$ cat src/rtl/iter_cmp_pkg.sv
// Shared types and helpers for the iterative magnitude/equality comparator.
package iter_cmp_pkg;

    typedef enum logic [1:0] {
        IDLE = 2'd0,
        SCAN = 2'd1,
        DONE = 2'd2
    } state_t;

    // Width needed to count 0..n scan cycles
    function automatic int unsigned cnt_width(input int unsigned n);
        return $clog2(n + 1);
    endfunction

endpackage

$ cat src/rtl/chunk_cmp.sv
// Combinational unsigned compare of one CHUNK-bit slice.
module chunk_cmp #(
    parameter int unsigned CHUNK = 2
) (
    input  logic [CHUNK-1:0] x,
    input  logic [CHUNK-1:0] y,
    output logic             ch_eq,
    output logic             ch_lt
);

    assign ch_eq = &(x ~^ y);
    assign ch_lt = (x < y);

endmodule

$ cat src/rtl/iter_compare.sv
// Multi-cycle signed/unsigned comparator scanning CHUNK bits per cycle, MSB first.
// ITER_CMP_EARLY_EXIT_EN: stop scanning at the first differing chunk.
module iter_compare
    import iter_cmp_pkg::*;
#(
    parameter  int unsigned WIDTH  = 8,
    parameter  int unsigned CHUNK  = 2,
    localparam int unsigned NCHUNK = WIDTH / CHUNK,
    localparam int unsigned CW     = cnt_width(NCHUNK)
) (
    input  logic             clk,
    input  logic             rst,
    input  logic             start,
    input  logic [WIDTH-1:0] a,
    input  logic [WIDTH-1:0] b,
    input  logic             is_signed,
    output logic             busy,
    output logic             done,
    output logic             equal,
    output logic             less,
    output logic             greater,
    output logic [CW-1:0]    cycles
);

    localparam int unsigned IW = (NCHUNK > 1) ? $clog2(NCHUNK) : 1;

    state_t           state, state_n;
    logic [WIDTH-1:0] a_q, a_n, b_q, b_n;
    logic             sgn_q, sgn_n;
    logic [IW-1:0]    idx_q, idx_n;
    logic             dec_q, dec_n;
    logic [CW-1:0]    cyc_n;
    logic             eq_n, lt_n, gt_n;
    logic [CHUNK-1:0] ca_c, cb_c;
    logic             ch_eq, ch_lt;
    logic             exit_c;

    // Select the current chunk; the top chunk gets its sign bit flipped in signed mode
    always_comb begin
        ca_c = a_q[int'(idx_q)*CHUNK +: CHUNK];
        cb_c = b_q[int'(idx_q)*CHUNK +: CHUNK];
        if (sgn_q && (idx_q == IW'(NCHUNK - 1))) begin
            ca_c[CHUNK-1] = ~ca_c[CHUNK-1];
            cb_c[CHUNK-1] = ~cb_c[CHUNK-1];
        end
    end

    chunk_cmp #(.CHUNK(CHUNK)) u_chunk_cmp (
        .x     (ca_c),
        .y     (cb_c),
        .ch_eq (ch_eq),
        .ch_lt (ch_lt)
    );

    // Next-state and datapath update
    always_comb begin
        state_n = state;
        a_n     = a_q;
        b_n     = b_q;
        sgn_n   = sgn_q;
        idx_n   = idx_q;
        dec_n   = dec_q;
        cyc_n   = cycles;
        eq_n    = equal;
        lt_n    = less;
        gt_n    = greater;
        exit_c  = 1'b0;
        case (state)
            IDLE: begin
                if (start) begin
                    a_n     = a;
                    b_n     = b;
                    sgn_n   = is_signed;
                    idx_n   = IW'(NCHUNK - 1);
                    dec_n   = 1'b0;
                    cyc_n   = '0;
                    eq_n    = 1'b0;
                    lt_n    = 1'b0;
                    gt_n    = 1'b0;
                    state_n = SCAN;
                end
            end
            SCAN: begin
                cyc_n = cycles + CW'(1);
                // Only the first differing chunk decides the ordering
                if (!dec_q && !ch_eq) begin
                    lt_n  = ch_lt;
                    gt_n  = ~ch_lt;
                    dec_n = 1'b1;
                end
                if ((idx_q == '0) && !dec_q && ch_eq) begin
                    eq_n = 1'b1;
                end
`ifdef ITER_CMP_EARLY_EXIT_EN
                exit_c = !ch_eq || (idx_q == '0);
`else
                exit_c = (idx_q == '0);
`endif
                if (exit_c) begin
                    state_n = DONE;
                end else begin
                    idx_n = idx_q - IW'(1);
                end
            end
            DONE:    state_n = IDLE;
            default: state_n = IDLE;
        endcase
    end

    // State register with registered busy/done
    always_ff @(posedge clk or posedge rst) begin
        if (rst) begin
            state <= IDLE;
            busy  <= 1'b0;
            done  <= 1'b0;
        end else begin
            state <= state_n;
            busy  <= (state_n != IDLE);
            done  <= (state_n == DONE);
        end
    end

    always_ff @(posedge clk or posedge rst) begin
        if (rst) begin
            a_q     <= '0;
            b_q     <= '0;
            sgn_q   <= 1'b0;
            idx_q   <= '0;
            dec_q   <= 1'b0;
            cycles  <= '0;
            equal   <= 1'b0;
            less    <= 1'b0;
            greater <= 1'b0;
        end else begin
            a_q     <= a_n;
            b_q     <= b_n;
            sgn_q   <= sgn_n;
            idx_q   <= idx_n;
            dec_q   <= dec_n;
            cycles  <= cyc_n;
            equal   <= eq_n;
            less    <= lt_n;
            greater <= gt_n;
        end
    end

endmodule
$ cat config.mk
export PLATFORM = sky130hd
export DESIGN_NAME = iter_compare
export DESIGN_NICKNAME = d
export VERILOG_FILES = /design/src/rtl/iter_cmp_pkg.sv /design/src/rtl/chunk_cmp.sv /design/src/rtl/iter_compare.sv
export SDC_FILE = /design/constraint.sdc
export NUM_CORES = 1
export LEC_CHECK = 0
export ABC_AREA = 1
export BUFFER_PORTS_ARGS = -buffer_cell sky130_fd_sc_hd__buf_2
export CAP_MARGIN = 20
export CORE_UTILIZATION = 49
export CTS_BUF_LIST = sky130_fd_sc_hd__clkbuf_8 sky130_fd_sc_hd__clkbuf_16
export DETAILED_ROUTE_END_ITERATION = 10
export MAX_ROUTING_LAYER = met4
export PLACE_DENSITY_LB_ADDON = 0.3
export SYNTH_ARGS = -nofsm -noshare
export SYNTH_HDL_FRONTEND = slang
export SYNTH_HIERARCHICAL = 1
export SYNTH_SLANG_ARGS = --single-unit
$ cat constraint.sdc
create_clock -name clk -period 1.85 [get_ports clk]
set_input_delay 0.185 -clock clk [delete_from_list [all_inputs] [get_ports clk]]
set_output_delay 0.185 -clock clk [all_outputs]
set_load 0.02 [all_outputs]
# Word-level counts from Yosys, hierarchy flattened
# Cells that the tools add are included.
[totals]
register_bits = 30
latch_bits = 0
ram_bits = 0
romBits = 0
inputBits = 20
output_inout_bits = 8
elab_cells = 63
memories = 0
[classes]
n_addsub = 2
mul = 0
div_mod_pow = 0
n_lt_le_gt_ge = 1
n_eq_ne = 7
shifts = 2
mux = 19
bitwise = 4
n_reduce_logical = 16
[ops]
columns = ["op", "count"]
rows = [
  ["indexed part select 8 x 4 -> 2 bit", 2],
  ["AND reduction 3 bit", 3],
  ["2-to-1 mux 2 bit", 4],
  ["inequality test 2 bit, second input constant", 4],
  ["case mux 1 bit (2 select lines)", 4],
  ["case mux 2 bit (2 select lines)", 2],
  ["2-to-1 mux 1 bit", 7],
  ["case mux 3 bit (2 select lines)", 1],
  ["AND reduction 2 bit", 3],
  ["== test 2 bit, second input constant", 2],
  ["logical AND 1 bit", 4],
  ["zero test 2 bit", 2],
  ["nonzero test 2 bit", 2],
  ["adder 3 x 1 -> 3 bit, second input constant", 1],
  ["2-to-1 mux 3 bit", 1],
  ["NOT 1 bit", 3],
  ["== test 2 x 1 -> 1 bit, second input constant", 1],
  ["zero test 1 bit", 2],
  ["less-than comparator 2 bit", 1],
  ["subtractor 2 x 1 -> 2 bit, second input constant", 1],
  ["XNOR 2 bit", 1],
]

# Longest topological paths before layout
# Gate-level depths: netlist of run 1.
[depth]
word_depth = 9
depth_mapped = 18
depth_no_buf = 16

# Cells and area by module
# Netlist of run 1, hierarchy kept.
[modules_own_cells]
columns = ["mod", "instances", "cells_per_inst", "area_each_um2", "seq_area_each_um2"]
rows = [
  ["iter_compare", 1, 171, 1452.6, 750.7],
  ["chunk_cmp", 1, 8, 52.6, 0.0],
]

# Worst setup path before layout of run 1
# Ideal clock, no wire load.
[synth_path]
kind = "register -> register"
startpoint = "register idx_q[0]"
endpoint = "register greater"
setup_ns = 0.118
t_arrival_ns = 1.717
required_time_ns = 1.732
slack_ns = 0.015
path_stages_with_launch = 18
n_path_buf = 2
synth_period_minus_slack_ns = 1.835
cell_sequence = "dfrtp_1 buf_4 inv_2 buf_6 nand2_1 nand3_1 nand3_1 nand2_1 inv_1 ha_1 nand2_1 inv_1 inv_1 nand2_1 nand2_1 nand3_1 nand2_1 nand2_1"
[synth_between]
elab_chain_len = 9
word_cells_on_any_way = 18
classes_between = "order compare (1); eq/ne (2); shift (2); mux (4); bitwise (4); reduce/logical (5)"
[synth_rtl]
columns = ["element", "line_no", "rtl"]
rows = [
  ["start: declaration", "iter_compare.sv:30", "logic [IW-1:0] idx_q, idx_n;"],
  ["start signal: assignment", "iter_compare.sv:138", "idx_q <= idx_n;"],
  ["indexed part select 8 x 4 -> 2 bit or == test 2 bit (tied branches)", "iter_compare.sv:41, iter_compare.sv:42", ""],
  ["NOT 1 bit or logical AND 1 bit (tied branches)", "iter_compare.sv:44, iter_compare.sv:42", ""],
  ["2-to-1 mux 1 bit *", "iter_compare.sv:42", "if (sgn_q && (idx_q == IW'(NCHUNK - 1))) begin"],
  ["net cb_c[1]", "iter_compare.sv:34", "logic [CHUNK-1:0] ca_c, cb_c;"],
  ["XNOR 2 bit *", "chunk_cmp.sv:11", "assign ch_eq = &(x ~^ y);"],
  ["AND reduction 2 bit *", "chunk_cmp.sv:11", ""],
  ["net ch_eq", "iter_compare.sv:35", "logic ch_eq, ch_lt;"],
  ["zero test 1 bit *", "iter_compare.sv:86", "if (!dec_q && !ch_eq) begin"],
  ["logical AND 1 bit *", "iter_compare.sv:86", ""],
  ["inequality test 2 bit (no source line) *", "n/a", ""],
  ["AND reduction 3 bit (no source line) *", "n/a", ""],
  ["end signal: assignment", "iter_compare.sv:143", "greater <= gt_n;"],
  ["end: declaration", "iter_compare.sv:21", "output logic greater,"],
]
# Mark *: on every way through the listed nets, which the timed path passes. The rest lies on a longest branch. The select of a mux whose other input is x is not followed.
# A chain may end at the register's enable or synchronous reset.

# Worst setup path after layout of run 1
[layout_path]
startpoint = "register idx_q[0]"
endpoint = "register less"
[layout_between]
word_cells_on_any_way = 17
classes_between = "order compare (1); eq/ne (2); shift (2); mux (4); bitwise (3); reduce/logical (5)"
[layout_rtl]
columns = ["element", "line_no", "rtl"]
rows = [
  ["indexed part select 8 x 4 -> 2 bit", "iter_compare.sv:40", "ca_c = a_q[int'(idx_q)*CHUNK +: CHUNK];"],
  ["net ca_c[0]", "iter_compare.sv:34", ""],
  ["XNOR 2 bit", "chunk_cmp.sv:11", ""],
  ["AND reduction 2 bit", "chunk_cmp.sv:11", ""],
  ["net ch_eq", "iter_compare.sv:35", ""],
  ["zero test 1 bit", "iter_compare.sv:86", ""],
  ["logical AND 1 bit", "iter_compare.sv:86", ""],
  ["inequality test 2 bit (no source line)", "n/a", ""],
  ["AND reduction 3 bit (no source line)", "n/a", ""],
  ["end signal: assignment", "iter_compare.sv:142", "less <= lt_n;"],
  ["end: declaration", "iter_compare.sv:20", "output logic less,"],
]
# The timed path passes the listed nets, and every way through them passes these cells. The select of a mux whose other input is x is not followed.

==> results.sh, run 1 <==
export IMPL_outcome="finished, violations left"
export IMPL_violations="DRC, setup timing"
export IMPL_max_slew_worst_pin_slew_ps=380
export IMPL_hold_fails_final_rpt=0
export IMPL_final_antenna_net_count=0
export IMPL_drt_vias_per_instance=5.04
export IMPL_number_of_enable_type_register_cells_in_the_synthesized_netlist=0
export IMPL_synth_ff_type="sky130_fd_sc_hd__dfrtp_1"
export IMPL_dieArea_um2=3300
export IMPL_clock_tree_skew_after_final_layout_ps=6.96
export IMPL_row_count=19
export IMPL_setup_viol_count_final=1
export IMPL_vias=1265
export IMPL_regToRegSetupSlack_ps=-10
export IMPL_drt_pass1_iterations=7
export IMPL_timing_hold_worst_path_depth=3
export IMPL_cpLargestDelayFamily="flip-flops"
export IMPL_grt_first_pass_wirelength_um=5070
export IMPL_min_delay_worst_endpoint="b_q[3]"
export IMPL_unrepaired_setup_endpoints_after_global_routing="yes"
export IMPL_yosysWarningCount=6
export IMPL_clock_network_latency_to_the_later_pin_of_the_worst_skew_pair_ps=290
export IMPL_initial_standard_cell_utilization_of_the_core_pct=53.2
export IMPL_drv_cap=0
export IMPL_first_global_vias=1198
export IMPL_netlist_top_cell_by_area="sky130_fd_sc_hd__dfrtp_1"
export IMPL_timing_hold_worst_start="b[3]"
export IMPL_clk_pin_slew_ps=60
export IMPL_grt_overflow=0
export IMPL_nFillCells=219
export IMPL_avgSynthCellArea_um2=8.41
export IMPL_syn_area_um2=1510
export IMPL_vdd_ir_drop_max_mv=0.861
export IMPL_netlist_top_cells_count="sky130_fd_sc_hd__nand2_1 (76), sky130_fd_sc_hd__dfrtp_1 (30), sky130_fd_sc_hd__inv_1 (15)"
export IMPL_crit_required_ps=2020
export IMPL_clock_tree_from_tritoncts="built"
export IMPL_track_usage_pct=21.5
export IMPL_rr_startpoint="idx_q[0]"
export IMPL_max_slew_margin_rel_pct=74.7
export IMPL_critical_path_max_stage_delay_ps=480
export IMPL_drive_above_1_share_pct=40.5
export IMPL_synth_top_cell_area_share_pct=49.9
export IMPL_cp_cell_sequence="buf_6 > buf_6 > o21ai_2 > o22ai_2 > inv_2 > ha_4 > nand2_2 > inv_2 > inv_2 > nand2_2 > nand2_2 > nand3_2 > nand2_1 > nand2_1"
export IMPL_hp_class="input pin to register"
export IMPL_crit_buf_inv=5
export IMPL_dieHeight_um=57.4
export IMPL_core_area_um2=2830
export IMPL_place_port_buffers=27
export IMPL_total_power_mw=4.21
export IMPL_crit_slowest_cell="sky130_fd_sc_hd__dfrtp_2"
export IMPL_synthToLayoutAreaGrowth_pct=27.9
export IMPL_largest_net_degree_at_the_start_of_global_routing=31
export IMPL_timing_critical_path_arrival_ps=2030
export IMPL_seqCellArea_um2=753
export IMPL_critical_path_startpoint_type="register"
export IMPL_sequential_to_total_area_share_from_yosys_stat_pct=49.9
export IMPL_multi_input_comb_area_um2=732
export IMPL_antenna_cells=0
export IMPL_tritoncts_num_buffers=5
export IMPL_detailedPlacementHpwl_um=2060
export IMPL_drcViolationCount=1
export IMPL_postPlaceCellArea_um2=1650
export IMPL_gpl_final_weighted_congestion=0.840
export IMPL_finalWorstSetupSlack_ps=-12.6
export IMPL_drt_wirelength_per_cell_um=13.1
export IMPL_maxSlewViolCount=0
export IMPL_postSynthNetCount=204
export IMPL_endpoint_of_the_worst_register_to_register_path="less"
export IMPL_ys_async_sr_fraction_pct=100
export IMPL_synth_seq_cells=30
export IMPL_max_frequency_mhz=537
export IMPL_setup_worst_path_class="register to register"
export IMPL_whs_ps=91.5
export IMPL_die_width_um=57.4
export IMPL_yosys_cell_types_count=25
export IMPL_end_kind="register"
export IMPL_static_leakage_power_nw=1.05
export IMPL_num_io_pins=28
export IMPL_postSynthCellCount=179
export IMPL_powerDensity_nw_per_um2=2190
export IMPL_initial_drt_markers=39
export IMPL_cts_max_level=2
export IMPL_biggest_fanout_along_the_worst_timing_path=6
export IMPL_ff2ff_path_depth=14
export IMPL_cts_sink_count=30
export IMPL_post_synth_main_area_contributors="sky130_fd_sc_hd__dfrtp_1 (50%), sky130_fd_sc_hd__nand2_1 (19%), sky130_fd_sc_hd__ha_1 (4.2%)"
export IMPL_postLayoutCoreUtil_pct=68.1
export IMPL_clockRootBuffer="sky130_fd_sc_hd__clkbuf_8"
export IMPL_cts_max_path_buffers=2
export IMPL_postLayoutCellArea_um2=1930
export IMPL_grt_antenna_before_repair=0
export IMPL_post_synth_top_count_cell="sky130_fd_sc_hd__nand2_1"
export IMPL_fin_crit_ps=1860
export IMPL_totalWireLength_um=3290
export IMPL_fin_crit_sh_pct=101
export IMPL_nNetsFinal=244
[through the flow]
step | TNS (ps) | setup WS, ps | instances
6_report | -12.6 | -12.6 | 251
5_1_grt | -250 | -128 | 251
4_1_cts | 0 | 10.3 | 249
3_5_place_dp | -206 | -113 | 236
3_3_place_gp | 0 | 26.7 | 236
2_1_floorplan | 0 | 14.8 | 179
[placed cells by master (no fill, tap or decap)]
cell type,Yosys,layout
sky130_fd_sc_hd__a21oi_2,2,2
sky130_fd_sc_hd__a21oi_4,0,1
sky130_fd_sc_hd__buf_2,0,27
sky130_fd_sc_hd__buf_4,2,8
sky130_fd_sc_hd__buf_6,3,3
sky130_fd_sc_hd__clkbuf_8,0,6
sky130_fd_sc_hd__clkinv_2,0,1
sky130_fd_sc_hd__dfrtp_1,30,28
sky130_fd_sc_hd__dfrtp_2,0,2
sky130_fd_sc_hd__dlygate4sd3_1,0,1
sky130_fd_sc_hd__ha_1,5,2
sky130_fd_sc_hd__ha_4,0,3
sky130_fd_sc_hd__inv_1,15,11
sky130_fd_sc_hd__inv_2,1,5
sky130_fd_sc_hd__inv_4,0,1
sky130_fd_sc_hd__inv_6,1,1
sky130_fd_sc_hd__nand2_1,76,68
sky130_fd_sc_hd__nand2_2,3,10
sky130_fd_sc_hd__nand2_4,2,3
sky130_fd_sc_hd__nand3_1,9,4
sky130_fd_sc_hd__nand3_2,1,6
sky130_fd_sc_hd__nand4_1,2,2
sky130_fd_sc_hd__nor2_1,7,6
sky130_fd_sc_hd__nor2_2,4,5
sky130_fd_sc_hd__nor2_4,1,1
sky130_fd_sc_hd__nor3_1,1,1
sky130_fd_sc_hd__o21ai_0,7,3
sky130_fd_sc_hd__o21ai_1,1,3
sky130_fd_sc_hd__o21ai_2,1,3
sky130_fd_sc_hd__o22ai_1,2,1
sky130_fd_sc_hd__o22ai_2,0,1
sky130_fd_sc_hd__xnor2_1,1,1
[flip-flops by register name (all words and copies together) (netlist names)]
name,cells
a_q,8
b_q,8
cycles,3
idx_q,2
state,2
busy,1
dec_q,1
done,1
equal,1
greater,1
less,1
sgn_q,1
[cell type report]
| cell class | instances | area share [%] |
|---|---|---|
| well taps | 31 | 2.01 |
| flip-flops and latches | 30 | 39.1 |
| multi-input cells | 126 | 38.0 |
| clock buffers | 6 | 4.29 |
| repair buffers | 39 | 12.4 |
| clock inverters | 2 | 0.455 |
| inverters | 17 | 3.70 |
[worst register-to-register path, cell delays in order (launching register included)]
cell	delay (ps)
sky130_fd_sc_hd__dfrtp_2	480
sky130_fd_sc_hd__buf_6	150
sky130_fd_sc_hd__buf_6	110
sky130_fd_sc_hd__o21ai_2	120
sky130_fd_sc_hd__o22ai_2	110
sky130_fd_sc_hd__inv_2	90
sky130_fd_sc_hd__ha_4	200
sky130_fd_sc_hd__nand2_2	70
sky130_fd_sc_hd__inv_2	40
sky130_fd_sc_hd__inv_2	50
sky130_fd_sc_hd__nand2_2	60
sky130_fd_sc_hd__nand2_2	90
sky130_fd_sc_hd__nand3_2	70
sky130_fd_sc_hd__nand2_1	70
sky130_fd_sc_hd__nand2_1	50
[logic make-up after synthesis]
family	synth area share, %
fa+ha+maj	4.16
buf+inv	9.14
simple gates	30.7
compound gates	5.57
flops	49.9
xor+xnor	0.582
[timing repair]
action | in CTS | in global routing
pin swaps | 3 | 9
endpoints found under the hold margin | 30 | 0
hold buffers | 1 | 0
setup endpoints to repair | 2 | 3
gates cloned | 0 | 0
setup buffers | 4 | 2
gates resized for setup | 9 | 30
[power by group]
part	total, mW	leakage [nW]	switching [mW]	internal, mW
clock network	0.539	0.0524	0.246	0.294
logic	2.46	0.625	1.42	1.03
registers	1.22	0.369	0.242	0.975
total	4.21	1.05	1.91	2.30
[routing by layer]
layer	global-route usage (%)	share of wire, %
met1	24.8	41
met2	34.7	53
met3	6.12	4.5
met4	9.76	1.4
met5	-	0
[worst max path at each step]
| stage | slack, ps | start | cells past startpoint | to |
|---|---|---|---|---|
| 3_3_place_gp | 30 | idx_q[0] | 14 | greater |
| 2_1_floorplan | 10 | idx_q[0] | 17 | greater |
| 3_5_place_dp | -110 | idx_q[0] | 16 | less |
| 6_report | -10 | idx_q[0] | 14 | less |
| 5_1_grt | -130 | idx_q[0] | 14 | less |
| 4_1_cts | 10 | idx_q[0] | 14 | less |
(Power assumes the default switching activity.)
==> inputs of run 2 (changes only) <==
--- a/config.mk
+++ b/config.mk
@@ -8,11 +8,12 @@
 export ABC_AREA = 1
 export BUFFER_PORTS_ARGS = -buffer_cell sky130_fd_sc_hd__buf_2
 export CAP_MARGIN = 20
-export CORE_UTILIZATION = 49
+export CORE_UTILIZATION = 50
 export CTS_BUF_LIST = sky130_fd_sc_hd__clkbuf_8 sky130_fd_sc_hd__clkbuf_16
 export DETAILED_ROUTE_END_ITERATION = 10
 export MAX_ROUTING_LAYER = met4
 export PLACE_DENSITY_LB_ADDON = 0.3
+export REMOVE_ABC_BUFFERS = 1
 export SYNTH_ARGS = -nofsm -noshare
 export SYNTH_HDL_FRONTEND = slang
 export SYNTH_HIERARCHICAL = 1
==> constraint.sdc (replaced) <==
create_clock -name clk -period 2.28 [get_ports clk]
set_input_delay 0.228 -clock clk [delete_from_list [all_inputs] [get_ports clk]]
set_output_delay 0.228 -clock clk [all_outputs]
set_load 0.02 [all_outputs]
==> results.sh, run 2 (synthesis gave the netlist of run 1 again) <==
export IMPL_setup_viol_count_final=0
export IMPL_cts_max_level=2
export IMPL_grt_first_pass_wirelength_um=4910
export IMPL_max_frequency_mhz=495
export IMPL_most_common_library_cell_in_the_layout_ignoring_fill_and_taps="sky130_fd_sc_hd__nand2_1"
export IMPL_p_comb_share_pct=49.3
export IMPL_sequential_power_share_pct=35.0
export IMPL_final_cell_mix="sky130_fd_sc_hd__nand2_1 (76), sky130_fd_sc_hd__dfrtp_1 (30), sky130_fd_sc_hd__buf_2 (27), sky130_fd_sc_hd__inv_1 (16), sky130_fd_sc_hd__nand3_1 (9)"
export IMPL_track_usage_pct=20.8
export IMPL_cts_max_path_buffers=2
export IMPL_initial_drt_markers=30
export IMPL_vdd_ir_drop_max_mv=0.714
export IMPL_postCtsHoldBufs=0
export IMPL_post_cts_resize_count=0
export IMPL_postLayoutCoreUtil_pct=60.9
export IMPL_totalWireLength_um=2800
export IMPL_core_area_um2=2810
export IMPL_drcViolationCount=2
export IMPL_powerDensity_nw_per_um2=1600
export IMPL_netSwitchingPower_mw=1.22
export IMPL_drive_above_1_share_pct=24.4
export IMPL_postCtsSetupBuffers=0
export IMPL_clock_network_latency_to_the_later_pin_of_the_worst_skew_pair_ps=280
export IMPL_row_count=19
export IMPL_drt_pass1_iterations=7
export IMPL_initial_standard_cell_utilization_of_the_core_pct=53.7
export IMPL_dieHeight_um=56.9
export IMPL_antenna_cells=0
export IMPL_timing_critical_path_arrival_ps=2200
export IMPL_setup_worst_path_class="register to register"
export IMPL_groute_layer_met1_usage_pct=22.3
export IMPL_end_kind="register"
export IMPL_outcome="finished, violations left"
export IMPL_hold_fails_final_rpt=0
export IMPL_num_io_pins=28
export IMPL_drt_vias_per_instance=5.03
export IMPL_drt_wirelength_per_cell_um=11.7
export IMPL_cts_sink_count=30
export IMPL_tritoncts_num_buffers=5
export IMPL_gpl_final_weighted_congestion=0.801
export IMPL_fin_crit_sh_pct=88.7
export IMPL_vias=1207
export IMPL_fin_crit_ps=2020
export IMPL_final_antenna_net_count=0
export IMPL_whs_ps=13.8
export IMPL_first_global_vias=1220
export IMPL_maxSlewViolCount=0
export IMPL_switching_share_pct=44.4
export IMPL_largest_net_degree_at_the_start_of_global_routing=31
export IMPL_max_slew_worst_pin_slew_ps=372
export IMPL_grt_util_met2_pct=35.7
export IMPL_power_clock_fraction_pct=15.7
export IMPL_setup_tns_ps=0
export IMPL_detailedPlacementHpwl_um=2040
export IMPL_dieArea_um2=3230
export IMPL_violations="DRC"
export IMPL_grt_antenna_before_repair=0
export IMPL_clock_tree_from_tritoncts="built"
export IMPL_drv_cap=0
export IMPL_largest_registers="a_q: 8 flops, b_q: 8 flops, cycles: 3 flops"
export IMPL_clk_pin_slew_ps=60
export IMPL_grt_overflow=0
export IMPL_synthToLayoutAreaGrowth_pct=13.5
export IMPL_max_slew_margin_rel_pct=75.2
export IMPL_fin_cells=240
export IMPL_power_report_internal_total_mw=1.53
export IMPL_critical_path_startpoint_type="register"
export IMPL_static_leakage_power_nw=0.965
export IMPL_placed_cells=232
export IMPL_clockRootBuffer="sky130_fd_sc_hd__clkbuf_8"
export IMPL_clock_tree_skew_after_final_layout_ps=3.65
export IMPL_die_width_um=56.9
export IMPL_hp_class="input pin to async pin"
export IMPL_biggest_fanout_along_the_worst_timing_path=11
export IMPL_total_power_mw=2.74
export IMPL_place_port_buffers=27
export IMPL_nNetsFinal=233
export IMPL_use_met3_pct=6.91
export IMPL_busiest_layer="met2"
export IMPL_crit_required_ps=2460
export IMPL_unrepaired_setup_endpoints_after_global_routing="no"
==> run 2: cell count changes in the layout (fill, tap and decap cells not counted), sizes merged <==
cell,change
buf,-10
dlygate4sd3,-1
==> run 2: path summary, 6_finish.rpt <==
path                          start   endpoint  slack, ps  depth (start not counted)
max                        idx_q[0]    greater        260                         16
min                             rst  cycles[0]         10                          3
max reg2reg                idx_q[0]    greater        260                         16
min reg2reg                    less       less        480                          2
max in group asynchronous       rst     a_q[7]       2000                          3
min in group clk               a[4]     a_q[4]        140                          3
==> run 2: final cells by class <==
type | count | area [um2]
clock buffers | 6 | 82.6
clock inverters | 2 | 8.76
fillers | 264 | 1100
inverters | 17 | 68.8
multi-input cells | 126 | 617
flip-flops and latches | 30 | 751
well taps | 31 | 38.8
repair buffers | 28 | 143
==> run 2: worst max-delay path, cell delays in order (launching register included) <==
cell	delay, ps
sky130_fd_sc_hd__dfrtp_1	510
sky130_fd_sc_hd__inv_2	160
sky130_fd_sc_hd__nand2_1	90
sky130_fd_sc_hd__nand3_1	90
sky130_fd_sc_hd__nand2_1	80
sky130_fd_sc_hd__nand2_1	40
sky130_fd_sc_hd__nand2_1	50
sky130_fd_sc_hd__inv_1	40
sky130_fd_sc_hd__ha_1	310
sky130_fd_sc_hd__nand2_1	70
sky130_fd_sc_hd__inv_1	40
sky130_fd_sc_hd__inv_1	40
sky130_fd_sc_hd__nand2_1	70
sky130_fd_sc_hd__nand2_1	110
sky130_fd_sc_hd__nand3_1	90
sky130_fd_sc_hd__nand2_1	70
sky130_fd_sc_hd__nand2_1	50
==> run 2: power by group through the flow <==
stage	sequential [mW]	clock (mW)	combinational, mW
CTS	0.963	0.443	1.37
floorplan	0.999	0	1.00
finish	0.960	0.431	1.35
global route	0.991	0.465	1.56
detailed placement	0.969	0	1.36
global placement	0.960	0	1.29
==> run 2: metal layers <==
layer | share of wire, % | vias up | wire (um)
met2 | 51 | 25 | 1420
li1 | - | 615 | -
met4 | 1.8 | 0 | 51
met3 | 5.1 | 5 | 143
met5 | 0 | - | 0
met1 | 42 | 562 | 1190
==> run 2: per-stage QoR <==
| step | setup slack, ps | cell area [um2] |
|---|---|---|
| CTS | 260 | 1710 |
| global route | 27.1 | 1710 |
| detailed placement | 272 | 1620 |
| global placement | 404 | 1620 |
| finish | 259 | 1710 |
| floorplan | 481 | 1440 |
